===== src/rtl/execute_stage.sv =====
// Execute stage of the LC-3 pipeline: ALU, address generation and control
// fields registered for the memory-access and writeback stages.
module execute_stage (
    input  logic        clock,
    input  logic        reset,
    input  logic        enable_execute,
    input  logic [15:0] IR,
    input  logic [15:0] npc_in,
    input  logic [15:0] VSR1,
    input  logic [15:0] VSR2,
    output logic [2:0]  sr1,
    output logic [2:0]  sr2,
    output logic [15:0] aluout,
    output logic [15:0] pcout,
    output logic [2:0]  NZP,
    output logic [2:0]  dr,
    output logic [1:0]  W_Control_out,
    output logic        Mem_Control_out,
    output logic [15:0] M_Data,
    output logic [15:0] IR_Exec
);

    localparam int unsigned DW = 16;
    localparam int unsigned AW = 3;

    localparam logic [3:0] OP_BR  = 4'b0000;
    localparam logic [3:0] OP_ADD = 4'b0001;
    localparam logic [3:0] OP_LD  = 4'b0010;
    localparam logic [3:0] OP_ST  = 4'b0011;
    localparam logic [3:0] OP_AND = 4'b0101;
    localparam logic [3:0] OP_LDR = 4'b0110;
    localparam logic [3:0] OP_STR = 4'b0111;
    localparam logic [3:0] OP_NOT = 4'b1001;
    localparam logic [3:0] OP_LDI = 4'b1010;
    localparam logic [3:0] OP_STI = 4'b1011;
    localparam logic [3:0] OP_JMP = 4'b1100;
    localparam logic [3:0] OP_LEA = 4'b1110;

    localparam logic [1:0] WB_ALU = 2'd0;
    localparam logic [1:0] WB_MEM = 2'd1;
    localparam logic [1:0] WB_PC  = 2'd2;

    logic [3:0]    opcode;
    logic [DW-1:0] sext9;
    logic [DW-1:0] sext6;
    logic [DW-1:0] sext5;
    logic [DW-1:0] alu_b;
    logic [DW-1:0] pc_rel;
    logic [DW-1:0] base_off;
    logic [AW-1:0] ir_dr;

    logic [DW-1:0] aluout_nxt;
    logic [DW-1:0] pcout_nxt;
    logic [AW-1:0] nzp_nxt;
    logic [AW-1:0] dr_nxt;
    logic [1:0]    wctl_nxt;
    logic          mctl_nxt;
    logic [DW-1:0] mdata_nxt;

    assign opcode   = IR[15:12];
    assign ir_dr    = IR[11:9];
    assign sext9    = {{(DW-9){IR[8]}}, IR[8:0]};
    assign sext6    = {{(DW-6){IR[5]}}, IR[5:0]};
    assign sext5    = {{(DW-5){IR[4]}}, IR[4:0]};
    assign alu_b    = IR[5] ? sext5 : VSR2;
    assign pc_rel   = npc_in + sext9;
    assign base_off = VSR1 + sext6;

    // Register-file read addresses; stores read their source register through sr2
    assign sr1 = IR[8:6];
    assign sr2 = (opcode == OP_ST || opcode == OP_STR || opcode == OP_STI) ? IR[11:9] : IR[2:0];

    // Per-opcode result selection; anything not driven by an opcode stays 0
    always_comb begin
        aluout_nxt = '0;
        pcout_nxt  = '0;
        nzp_nxt    = '0;
        dr_nxt     = '0;
        wctl_nxt   = WB_ALU;
        mctl_nxt   = 1'b0;
        mdata_nxt  = '0;
        case (opcode)
            OP_ADD: begin
                aluout_nxt = VSR1 + alu_b;
                dr_nxt     = ir_dr;
            end
            OP_AND: begin
                aluout_nxt = VSR1 & alu_b;
                dr_nxt     = ir_dr;
            end
            OP_NOT: begin
                aluout_nxt = ~VSR1;
                dr_nxt     = ir_dr;
            end
            OP_BR: begin
                pcout_nxt = pc_rel;
                nzp_nxt   = ir_dr;
            end
            OP_JMP: begin
                pcout_nxt = VSR1;
                nzp_nxt   = 3'b111;
            end
            OP_LD, OP_LDI: begin
                aluout_nxt = pc_rel;
                pcout_nxt  = pc_rel;
                dr_nxt     = ir_dr;
                wctl_nxt   = WB_MEM;
                mctl_nxt   = (opcode == OP_LDI);
            end
            OP_LDR: begin
                aluout_nxt = base_off;
                dr_nxt     = ir_dr;
                wctl_nxt   = WB_MEM;
            end
            OP_LEA: begin
                aluout_nxt = pc_rel;
                pcout_nxt  = pc_rel;
                dr_nxt     = ir_dr;
                wctl_nxt   = WB_PC;
            end
            OP_ST, OP_STI: begin
                aluout_nxt = pc_rel;
                mdata_nxt  = VSR2;
                mctl_nxt   = (opcode == OP_STI);
            end
            OP_STR: begin
                aluout_nxt = base_off;
                mdata_nxt  = VSR2;
            end
            default: ;
        endcase
    end

    // Pipeline register, advanced only when the controller enables this stage
    always_ff @(posedge clock or posedge reset) begin
        if (reset) begin
            aluout          <= '0;
            pcout           <= '0;
            NZP             <= '0;
            dr              <= '0;
            W_Control_out   <= '0;
            Mem_Control_out <= 1'b0;
            M_Data          <= '0;
            IR_Exec         <= '0;
        end else if (enable_execute) begin
            aluout          <= aluout_nxt;
            pcout           <= pcout_nxt;
            NZP             <= nzp_nxt;
            dr              <= dr_nxt;
            W_Control_out   <= wctl_nxt;
            Mem_Control_out <= mctl_nxt;
            M_Data          <= mdata_nxt;
            IR_Exec         <= IR;
        end
    end

endmodule


===== config.mk =====
export PLATFORM = sky130hd
export DESIGN_NAME = execute_stage
export DESIGN_NICKNAME = d
export VERILOG_FILES = /design/src/rtl/execute_stage.sv
export SDC_FILE = /design/constraint.sdc
export NUM_CORES = 1
export LEC_CHECK = 0
export ABC_AREA = 1
export CAP_MARGIN = 15
export CORE_AREA = 5 5 118 120
export DETAILED_ROUTE_END_ITERATION = 8
export DIE_AREA = 0 0 123 125
export PLACE_DENSITY = 0.77
export SYNTH_ARGS = -nofsm -noshare
export SYNTH_HDL_FRONTEND = slang
export SYNTH_SLANG_ARGS = --single-unit
export TNS_END_PERCENT = 5

===== constraint.sdc =====
create_clock -name clock -period 2.1 [get_ports clock]
set_input_delay 0.21 -clock clock [delete_from_list [all_inputs] [get_ports clock]]
set_output_delay 0.21 -clock clock [all_outputs]
set_load 0.02 [all_outputs]

# After elaboration in Yosys (flattened, before gate mapping)
# Cells that the tools add are included.
# Widths: inputs -> output; s select.
dict set report op_classes {
  bitwise 2
  mux 9
  n_reduce_logical 11
  eq_ne 11
  n_addsub 3
}
# cell count
set op_table {}
lappend op_table {{$pmux 16 s5} 1}
lappend op_table {{$add 16x16->16} 3}
lappend op_table {{$mux 16} 2}
lappend op_table {{$pmux 16 s2} 1}
lappend op_table {{$eq 4x4->1 const B} 5}
lappend op_table {{$and 16x16->16} 1}
lappend op_table {{$not 16->16} 1}
lappend op_table {{$eq 4x3->1 const B} 3}
lappend op_table {{$eq 4x2->1 const B} 2}
lappend op_table {{$reduce_or 7->1} 1}
lappend op_table {{$mux 3} 2}
lappend op_table {{$pmux 3 s2} 1}
lappend op_table {{$reduce_or 2->1} 3}
lappend op_table {{$reduce_or 3->1} 2}
lappend op_table {{$reduce_or 5->1} 1}
lappend op_table {{$eq 4x1->1 const B} 1}
lappend op_table {{$logic_not 4->1} 1}
lappend op_table {{$pmux 2 s2} 1}
lappend op_table {{$reduce_or 4->1} 1}
lappend op_table {{$logic_or 1x1->1} 2}
lappend op_table {{$pmux 1 s2} 1}
dict set report totals {
  register_bits 73
  input_bits 67
}

# Depth between registers and ports, before layout
dict set report depth {
  word_depth 4
  depth_mapped 20
  ltp_nobuf 19
}

# Worst setup path after synthesis
# OpenSTA, ideal clock, no wires.
dict set report synth_path {
  path_type {input to register}
  from {in IR[13]}
  to {reg aluout[12]}
  stages 19
  path_slack_ns -0.148
  arrival_ns 2.131
  setup_ns 0.117
  path_buffers 3
  path_cell_list {buf_6 -> nand3_1 -> buf_2 -> buf_2 -> nand2_1 -> nand2_1 -> ha_1 -> inv_1 -> fa_1 -> inv_1 -> nand3_1 -> nand3_1 -> nand3_1 -> nand3_1 -> nand2_1 -> nand3_1 -> nand3_1 -> nand2_1 -> nand2_1}
}
dict set report synth_between {
  elab_chain_len 3
  word_cells_on_any_way 13
}
# item line_no
set synth_lines {}
lappend synth_lines {{start, declared} 7} ;# input logic [15:0] IR,
lappend synth_lines {{$eq 4x2->1, or another cell as far along} 82} ;# case (opcode)
lappend synth_lines {{$reduce_or 5->1 (no line) or $reduce_or 2->1 (tied branches)} n/a}
lappend synth_lines {{$pmux 16 s5 (*)} 82}
lappend synth_lines {{end signal, assigned} 146} ;# aluout <= aluout_nxt;
lappend synth_lines {{end, declared} 13} ;# output logic [15:0] aluout,
# Mark *: on every way between the ends. The rest lies on a longest branch, timed or not.
# A chain may end at the register's enable or synchronous reset.

# Worst setup path after layout
dict set report layout_path {
  from {in IR[15]}
  to {reg aluout[4]}
}
# Same word-level chain as after synthesis.

==> impl_metrics.tcl <==
set metrics [dict create \
    syn_nets 960 \
    worstSetupEndpointType "register" \
    crit_path_start_kind "primary input" \
    min_period_over_period_pct 98.31 \
    finalHoldViolCount 0 \
    clock-sinks 73 \
    synth-seq-cells 73 \
    final_max_slew_viol_count 0 \
    routabilityCongestion 0.9669 \
    finClkSkew_ps 0 \
    rsz0062_at_grt "true" \
    grt_max_degree 70 \
    ant_nets 0 \
    wl_um 20200 \
    synth-main-ff-cell "dfrtp_1" \
    drc 0 \
    synth_most_common_cell "nand2_1" \
    vdd_drop_max_v 0.0004123 \
    synth_area_leaders "dfrtp_1 (33%), nand2_1 (23%), inv_1 (7.8%)" \
    clkLatencyLatePin_ps 340 \
    path_class "primary input to register" \
    syn_area_per_cell_um2 6.535 \
    detail_route.vias_per_cell 5.129 \
    yosysTopAreaCellShare_pct 32.58 \
    yosys.area_share.xor_xnor_pct 1.250 \
    fin_crit_ps 2065 \
    drive_gt1_share_pct 18.81 \
    netlist_instances 858 \
    port_buffers 145 \
    std_cell_rows 42 \
    nets 1203 \
    synthAdderAreaFrac_pct 8.079 \
    yosys_warnings 0 \
    wire_per_inst_um 15.75 \
    start_util_pct 43.55 \
    reg2regPathDepth 2 \
    grt_overflow 0 \
    postLayoutCoreUtil_pct 67.26 \
    timing.hold.ws_ps 125.8 \
    dieArea_um2 15380 \
    netlist_area_um2 5607 \
    drtIter0Drc 693 \
    dpl.hpwl_um 15250 \
    gr-usage-all-layers_pct 25.87 \
    ys_seq_area_share_pct 32.58 \
    htreeDepth 3 \
    area_growth_pct 54.45 \
    synthMuxAreaShare_pct 0.4017 \
    cts_buffers 9 \
    first_pass_iters 5 \
    fmax_mhz 484.4 \
    async_flop_share_pct 100.0 \
    cts_tree "built" \
    setup_viol 0 \
    synth-simple-area-share_pct 34.79 \
    relSlewSlack_pct 47.21 \
    die_h_um 125 \
    maxCapViolCount 0 \
    status "finished, final reports clean" \
    register_area_um2 1827 \
    yosysUniqueCellTypes 36 \
    worst_slew_pin_slew_ps 789.3 \
    antenna_found_initial 0 \
    pwr_density_cell_nw_per_um2 614.6 \
    coreArea_um2 12870 \
    dr_total_vias 6576 \
    crit_required_ps 2330 \
    fillers 1073 \
    io_pins 146 \
    clockBufferDepth 2 \
    multiInputGateArea_um2 3436 \
    synth_top_family_by_area "simple AND/OR/NAND/NOR gates" \
    cts-root-buf "clkbuf_16" \
    synth_compound_area_share_pct 11.43 \
    arrival_ps 2300 \
    synth.largest_area_cell "dfrtp_1" \
    synth_edf_count 0 \
    crit_fanout 6 \
    p_leak_nw 4.538 \
    synth_commonest_cells "nand2_1 (341), inv_1 (116), nand3_1 (78)" \
    antennaDiodeCount 0 \
    grt_pass1_wl_um 31440 \
    holdCritPathClass "primary input to asynchronous set/reset pin" \
    dieWidth_um 123 \
    clkTransAtPathRegs_ps 60 \
    grt_pass1_vias 6278 \
]
## path summary, 6_finish.rpt
kind / from / to / slack (ps)
setup / recovery: IR[15] / aluout[4]$_DFFE_PP0P_ / 40
hold / removal: reset / IR_Exec[10]$_DFFE_PP0P_ / 130
setup reg to reg: pcout[9]$_DFFE_PP0P_ / pcout[9]$_DFFE_PP0P_ / 1300
hold reg to reg: IR_Exec[6]$_DFFE_PP0P_ / IR_Exec[6]$_DFFE_PP0P_ / 470
max in group asynchronous: reset / aluout[9]$_DFFE_PP0P_ / 1350
min in group clock: VSR2[5] / M_Data[5]$_DFFE_PP0P_ / 240
## cell type report
type	instances	share of cell area [%]
Multi-Input combinational cell	637	39.68
Timing Repair Buffer	261	27.89
Sequential cell	73	21.10
Inverter	119	5.158
Clock buffer	11	2.919
Tap cell	176	2.543
Clock inverter	5	0.7224
## registers in the layout, summed over array words and instances (netlist names)
signal and cells:
IR_Exec 16, M_Data 16, aluout 16, pcout 16, NZP 3, dr 3
W_Control_out 2, Mem_Control_out 1
## repair_timing
item                       4_1_cts  5_1_grt
gates resized for setup         44       56
hold buffers                     0        0
gates cloned                     0        0
setup endpoints to repair       17       17
pin swaps                        4       11
setup buffers                    3        6
## routing by layer
metal / track usage (%) / part of all wire [%] / vias up
met4: 11.34 / 4.2 / 0
met5: 0 / 0 / -
met2: 41.36 / 47 / 312
li1: - / - / 3218
met1: 34.04 / 41 / 2982
met3: 4.833 / 8.2 / 64
## critical path: stages
cell and delay (ps):
dlygate4sd2_1 260, inv_2 110, nand3_4 120, inv_2 90
nand2_1 60, nand2_1 80, ha_2 180, inv_1 60
fa_2 370, inv_2 100, nand3_2 90, nand3_4 100
buf_4 120, nand2_1 50, nand2_1 70, o211ai_1 100
nand2_1 80, nand2_1 50
## metrics by stage
stage               area (um^2)  setup TNS, ps  std cells  power, mW  setup WS (ps)
global route               8660         -332.7       1282      5.615         -70.36
CTS                        8487         -17.65       1276      5.257         -17.65
finish                     8660              0       1282      5.322          35.39
floorplan                  5642              0        858      2.638          25.59
global placement           7995         -12520       1257      3.518         -775.8
detailed placement         7995         -13350       1257      3.542         -824.7
## logic make-up (layout without fill, tap and decap cells)
logic type,Yosys count,in the layout
AOI/OAI and AO/OA,118,118
xor gates and xnor gates,8,8
adders and majority gates,35,35
buffers and inverters,148,396
DFF,73,73
muxes,2,2
and+or+nand+nor,474,474
## where the power goes
| group | switching [mW] | leakage (nW) | total [mW] | internal, mW |
|---|---|---|---|---|
| sequential | 0.0839 | 0.942 | 1.62 | 1.54 |
| combinational | 1.12 | 3.45 | 2.06 | 0.939 |
| clock | 0.647 | 0.148 | 1.64 | 0.992 |
| total | 1.85 | 4.54 | 5.32 | 3.47 |
## cells in the final DEF, fill, tap and decap left out, drive strengths merged, types with 8 or more instances in the layout
cell / n
nand2: 344
clkdlybuf4s50: 131
inv: 120
buf: 117
o21ai: 80
nand3: 78
dfrtp: 73
ha: 33
nor2: 31
a21oi: 20
clkbuf: 13
xor2: 8
No activity file was read; power rests on OpenSTA's default activity.
